<file path="config.mk">
export PLATFORM = sky130hd
export DESIGN_NAME = serial_adder
export DESIGN_NICKNAME = d
export VERILOG_FILES = /design/src/rtl/serial_adder.sv
export SDC_FILE = /design/constraint.sdc
export NUM_CORES = 1
export LEC_CHECK = 0
export ABC_AREA = 1
export CAP_MARGIN = 20
export CORE_ASPECT_RATIO = 0.9
export CORE_MARGIN = 3
export CORE_UTILIZATION = 42
export DETAILED_ROUTE_END_ITERATION = 7
export GPL_TIMING_DRIVEN = 0
export PLACE_DENSITY = 0.77
export RECOVER_POWER = 50
export SLEW_MARGIN = 20
export SYNTH_ARGS = -nofsm -noshare
export SYNTH_HDL_FRONTEND = slang
export SYNTH_SLANG_ARGS = --single-unit
</file>
<file path="constraint.sdc">
create_clock -name clk -period 1.74 [get_ports clk]
set_input_delay 0.435 -clock clk [delete_from_list [all_inputs] [get_ports clk]]
set_output_delay 0.435 -clock clk [all_outputs]
set_load 0.02 [all_outputs]
</file>
<file path="src/rtl/serial_adder.sv">
// serial_adder: bit-serial adder, one full-adder cell plus a carry flip-flop.
// It takes one operand bit per clock, LSB first, and needs WIDTH RUN cycles
// per operation.
//
// Parameters:
//   WIDTH  operand and sum width in bits (>= 2)
//
// Ports:
//   clk    rising-edge clock
//   reset  asynchronous active-high reset
//   start  latch a/b and begin; accepted in IDLE or DONE, ignored in RUN
//   sub    (only with SERIAL_ADDER_SUB_EN) subtract a-b instead of add
//   a, b   operands, sampled only on an accepted start
//   busy   high while the adder is running
//   done   one-cycle pulse when sum/carry are valid
//   sum    result; the LSB-first bits shift in from the top
//   carry  carry-out of the MSB (with sub: 1 means no borrow)
//
// Optional feature macro: SERIAL_ADDER_SUB_EN adds the 'sub' input.
module serial_adder #(
    parameter int unsigned WIDTH = 8
) (
    input  logic             clk,
    input  logic             reset,
    input  logic             start,
`ifdef SERIAL_ADDER_SUB_EN
    input  logic             sub,
`endif
    input  logic [WIDTH-1:0] a,
    input  logic [WIDTH-1:0] b,
    output logic             busy,
    output logic             done,
    output logic [WIDTH-1:0] sum,
    output logic             carry
);

    localparam int unsigned CntW = (WIDTH > 2) ? $clog2(WIDTH) : 1;
    localparam logic [CntW-1:0] CntLast = CntW'(WIDTH - 1);

    typedef enum logic [1:0] {
        StIdle = 2'd0,
        StRun  = 2'd1,
        StDone = 2'd2
    } state_e;

    state_e           state_q, state_d;
    logic [WIDTH-1:0] a_q, a_d;
    logic [WIDTH-1:0] b_q, b_d;
    logic [WIDTH-1:0] sum_q, sum_d;
    logic             c_q, c_d;
    logic             carry_q, carry_d;
    logic [CntW-1:0]  cnt_q, cnt_d;

    logic             accept;
    logic [WIDTH-1:0] b_load;
    logic             c_load;

    // Full adder built from two half adders.
    logic ha0_s, ha0_c, ha1_s, ha1_c, fa_cout;

    assign ha0_s   = a_q[0] ^ b_q[0];
    assign ha0_c   = a_q[0] & b_q[0];
    assign ha1_s   = ha0_s ^ c_q;
    assign ha1_c   = ha0_s & c_q;
    assign fa_cout = ha0_c | ha1_c;

    assign accept = start && (state_q != StRun);

`ifdef SERIAL_ADDER_SUB_EN
    // a - b = a + ~b + 1: invert B at latch and seed the carry with 1.
    assign b_load = sub ? ~b : b;
    assign c_load = sub;
`else
    assign b_load = b;
    assign c_load = 1'b0;
`endif

    always_comb begin
        state_d = state_q;
        a_d     = a_q;
        b_d     = b_q;
        sum_d   = sum_q;
        c_d     = c_q;
        carry_d = carry_q;
        cnt_d   = cnt_q;

        unique case (state_q)
            StIdle, StDone: begin
                if (accept) begin
                    state_d = StRun;
                    a_d     = a;
                    b_d     = b_load;
                    c_d     = c_load;
                    sum_d   = '0;
                    cnt_d   = '0;
                end else begin
                    state_d = StIdle;
                end
            end
            StRun: begin
                a_d   = a_q >> 1;
                b_d   = b_q >> 1;
                sum_d = {ha1_s, sum_q[WIDTH-1:1]};
                c_d   = fa_cout;
                cnt_d = cnt_q + 1'b1;
                if (cnt_q == CntLast) begin
                    state_d = StDone;
                    // carry output only moves on the final bit
                    carry_d = fa_cout;
                end
            end
            default: state_d = StIdle;
        endcase
    end

    always_ff @(posedge clk or posedge reset) begin
        if (reset) begin
            state_q <= StIdle;
            a_q     <= '0;
            b_q     <= '0;
            sum_q   <= '0;
            c_q     <= 1'b0;
            carry_q <= 1'b0;
            cnt_q   <= '0;
        end else begin
            state_q <= state_d;
            a_q     <= a_d;
            b_q     <= b_d;
            sum_q   <= sum_d;
            c_q     <= c_d;
            carry_q <= carry_d;
            cnt_q   <= cnt_d;
        end
    end

    assign busy  = (state_q == StRun);
    assign done  = (state_q == StDone);
    assign sum   = sum_q;
    assign carry = carry_q;

endmodule

</file>
# ---- After elaboration in Yosys (flattened, before gate mapping)
# Cells that the tools add are included.
dict set report totals {
  inputBits 19
  ff_bits 31
}
dict set report classes {
  reduce_logical 6
  n_mux 13
  addsub 1
  bitwise_logic 5
  eq_ne 6
}
# cell n
set op_table {}
lappend op_table {{$pmux 8 s2} 3}
lappend op_table {{$mux 8} 3}
lappend op_table {{$pmux 3 s2} 1}
lappend op_table {{$ne 2x1->1 const B} 2}
lappend op_table {{$pmux 2 s2} 1}
lappend op_table {{$reduce_and 2->1} 2}
lappend op_table {{$add 3x1->3 const B} 1}
lappend op_table {{$eq 3x3->1 const B} 1}
lappend op_table {{$mux 3} 1}
lappend op_table {{$and 1x1->1} 2}
lappend op_table {{$eq 2x1->1 const B} 1}
lappend op_table {{$eq 2x2->1 const B} 1}
lappend op_table {{$logic_not 2->1} 1}
lappend op_table {{$mux 1} 2}
lappend op_table {{$mux 2} 1}
lappend op_table {{$ne 2x2->1 const B} 1}
lappend op_table {{$pmux 1 s2} 1}
lappend op_table {{$reduce_bool 2->1} 1}
lappend op_table {{$reduce_or 2->1} 1}
lappend op_table {{$xor 1x1->1} 2}
lappend op_table {{$logic_and 1x1->1} 1}
lappend op_table {{$or 1x1->1} 1}

# ---- Depth between registers and ports, before layout
dict set report logic_depth {
  depth_word 4
  depth_mapped 8
  depth_no_buf 6
}

# ---- Worst setup path before layout
# Ideal clock, no wire load.
dict set report synth_path {
  path_type {register -> output}
  from {register state_q[0]}
  to {output done}
  path_stages_with_launch 4
  t_arrival_ps 949
  setup_slack_ps 356
  required_ps 1305
  cell_sequence {dfrtp_1 -> buf_6 -> buf_2 -> nor2_1}
}
dict set report synth_between {
  elab_chain_len 1
}
# item line
set synth_rtl {}
lappend synth_rtl {{start: declaration} 46} ;# state_e state_q, state_d;
lappend synth_rtl {{start signal: assignment} 118} ;# state_q <= StIdle;
lappend synth_rtl {{start signal: assignment} 126} ;# state_q <= state_d;
lappend synth_rtl {{$eq 2x2->1} 137} ;# assign done = (state_q == StDone);
lappend synth_rtl {{end: declaration} 32} ;# output logic done,
# Every way passes these cells.

# ---- Final worst setup path
dict set report layout_path {
  from {register sum_q[1], in the netlist sum[1]}
  to {output sum[1]}
}
# item line
set layout_lines {}
lappend layout_lines {{start: declaration} 49} ;# logic [WIDTH-1:0] sum_q, sum_d;
lappend layout_lines {{start signal: assignment} 129} ;# sum_q <= sum_d;
lappend layout_lines {{end: declaration} 33} ;# output logic [WIDTH-1:0] sum,
# No word-level cell between the ends.

==> flow_summary.yaml <==
global_routing:
  grt_max_degree: 32
  grt.total_usage: 0.150
  grt_overflow: 0
  antenna_found_initial: 0
  grt_pass1_vias: 1203
  grt_pass1_wl_um: 5210
flow_run:
  max_cap_violations: 0
sta:
  fmax_mhz: 590
  hold_viol: 0
  whs_ps: 479
  max_slew_margin: 0.587
  worst_slew_pin_slew_ps: 618
  period_minus_slack_ps: 1690
  maxSlewViolCount: 0
  period_share: 0.973
  skew_ps: 7.08
  final-setup-viol-count: 0
  finalSetupTns_ps: 0
drt:
  via_per_inst: 4.57
  postRouteWirelength_um: 2960
  remaining_drc_errors: 0
  vias: 1267
  ant_nets: 0
  drt_iter0_drc: 116
  wire_per_inst_um: 10.7
  dr.pass1.iters: 4
floorplan:
  start_util: 0.445
  std_cell_rows: 20
  die_w_um: 69.8
  die_area_mm2: 0.00442
  core_mm2: 0.00345
  io_pins: 30
  die_h_um: 63.4
power:
  switchingPower_mw: 1.48
  swShare: 0.409
  p_comb_frac: 0.504
  pwr-share-clk: 0.155
  internal_power_mw: 2.14
  seqPwrFrac: 0.342
  power_density_mw_per_mm2: 1830
  power_mw: 3.62
  ir_drop_v: 0.000706
  p_leak_nw: 1.12
critical_path:
  crit_family: "buffers and inverters"
  crit_fanout: 3
  worstSetupStartpointType: "flip-flop"
  cp.arrival_ps: 1260
  critPathRequiredTime_ps: 1300
  cpPeakStageDelay_ps: 610
  critPathKind: "flip-flop to output port"
  cp_cell_sequence: "clkdlybuf4s50_1"
  r2r_cells: 7
  cp_num_cells: 1
  cp-end-kind: "output port"
  crit_slowest_cell: "clkdlybuf4s50_1"
  crit_buf_inv: 1
final_layout:
  fillers: 327
  nNetsFinal: 255
  areaGrowthSynthToFinish_pct: 28.7
  regArea_um2: 776
  multi_input_area_um2: 558
  drive_above_1_share: 0.107
  fin_util: 0.573
  diodes: 0
min_path:
  min_path_cells: 2
  hp-class: "flip-flop to flip-flop"
synth:
  post-synth-top-area-cell: "dfrtp_1"
  syn_avg_cell_area_um2: 7.76
  synth_top_area_frac: 0.505
  synth_nets: 220
  ys_types: 16
  synthTopCellsByArea: "dfrtp_1 (50%), nand2_1 (19%), nand3_1 (9.1%)"
  syn-instance-count: 198
  ys_seq_area_frac: 0.505
  ys_ff_latch: 31
  ys_warn_count: 0
  syn_area_mm2: 0.00154
cts:
  cts.sinks: 31
  cts_root_buffer: "clkbuf_8"
  cts_tree: "yes"
  cts_buffers: 5
  post_cts_buffers: 0
  cts.path.max_buffers: 2
  htreeDepth: 2
  cts.clk_slew.worst_paths_ps: 60
  clk_latency_ps: 280
placement:
  dp_hpwl_um: 2150
  gp_congestion: 0.741
  port_buffers: 29
status:
  status: "finished, final reports clean"
synth_stat cells, drive strengths merged:
master,number
nand2,79
inv,38
dfrtp,31
nand3,28
buf,8
o21ai,5
nor2,4
ha,2
a21oi,1
fa,1
or2,1
layout make-up:
class / instances / area share
Tap cell: 44 / 0.0278
Buffer: 7 / 0.0335
Multi-Input combinational cell: 121 / 0.282
Clock buffer: 6 / 0.0417
Inverter: 38 / 0.0734
Sequential cell: 31 / 0.392
Clock inverter: 1 / 0.00253
Timing Repair Buffer: 29 / 0.147
metal layers:
| metal | GRT usage | share of wire |
|---|---|---|
| met4 | 0.0861 | 0.029 |
| met3 | 0.0383 | 0.046 |
| met2 | 0.230 | 0.45 |
| met5 | 0 | 0 |
| met1 | 0.193 | 0.47 |
placed cells by master (no fill, tap or decap):
| cell | netlist | layout |
|---|---|---|
| nand2_2 | 1 | 1 |
| inv_1 | 35 | 34 |
| nand2_4 | 2 | 2 |
| dlymetal6s2s_1 | 0 | 2 |
| inv_2 | 2 | 3 |
| dlygate4sd3_1 | 0 | 1 |
| clkbuf_8 | 0 | 6 |
| fa_1 | 1 | 1 |
| buf_2 | 4 | 2 |
| a21oi_1 | 1 | 1 |
| buf_4 | 0 | 2 |
| inv_4 | 1 | 1 |
| or2_2 | 1 | 1 |
| nor2_1 | 4 | 3 |
| ha_1 | 2 | 2 |
| nand3_1 | 28 | 28 |
| dfrtp_1 | 31 | 31 |
| clkinv_2 | 0 | 1 |
| buf_6 | 4 | 5 |
| nand2_1 | 76 | 76 |
| o21ai_0 | 5 | 5 |
| clkdlybuf4s50_1 | 0 | 24 |
| nor2_4 | 0 | 1 |
flip-flops by register name, summed over array words and instances (netlist names):
| register | cells |
|---|---|
| b_q | 8 |
| sum | 8 |
| a_q | 8 |
| carry | 1 |
| cnt_q | 3 |
| c_q | 1 |
| state_q | 2 |
repair_timing:
action,in CTS,in global routing
resized for setup,12,4
hold buffers,0,0
pin swaps,0,0
setup endpoints to repair,2,4
cell families (layout without fill, tap and decap cells):
group / after synthesis / after routing / share of synthesized area
AND/OR/NAND/NOR: 112 / 112 / 0.309
buffers and inverters: 46 / 81 / 0.137
flip-flops: 31 / 31 / 0.505
AO/OA/AOI/OAI: 6 / 6 / 0.0195
adder cells (fa/ha/maj): 3 / 3 / 0.0293
power groups by stage:
stage / Combinational [mW] / Sequential (mW) / Clock, mW
global placement: 1.80 / 1.24 / 0
finish: 1.82 / 1.24 / 0.559
CTS: 1.85 / 1.24 / 0.575
global route: 2.09 / 1.27 / 0.609
detailed placement: 1.83 / 1.25 / 0
floorplan: 1.22 / 1.31 / 0
stage by stage:
| step | cells | setup WS, ps | cell area (µm²) |
|---|---|---|---|
| after detailed placement | 271 | -268 | 1880 |
| after global placement | 271 | -248 | 1880 |
| after global routing | 277 | -6.67 | 1980 |
| final | 277 | 46.2 | 1980 |
| after CTS | 277 | 31.0 | 1970 |
| after floorplan | 198 | 356 | 1540 |
final timing paths:
kind / slack, ps / from / endpoint
setup reg to reg: 310 / state_q[1] / b_q[4]
setup / recovery: 50 / sum[1] / sum[1]
min in group asynchronous: 690 / reset / a_q[4]
hold / removal: 480 / b_q[2] / b_q[2]
max in group asynchronous: 640 / reset / c_q
hold reg to reg: 480 / b_q[2] / b_q[2]
Note: power is estimated with default switching activity, not from simulation.
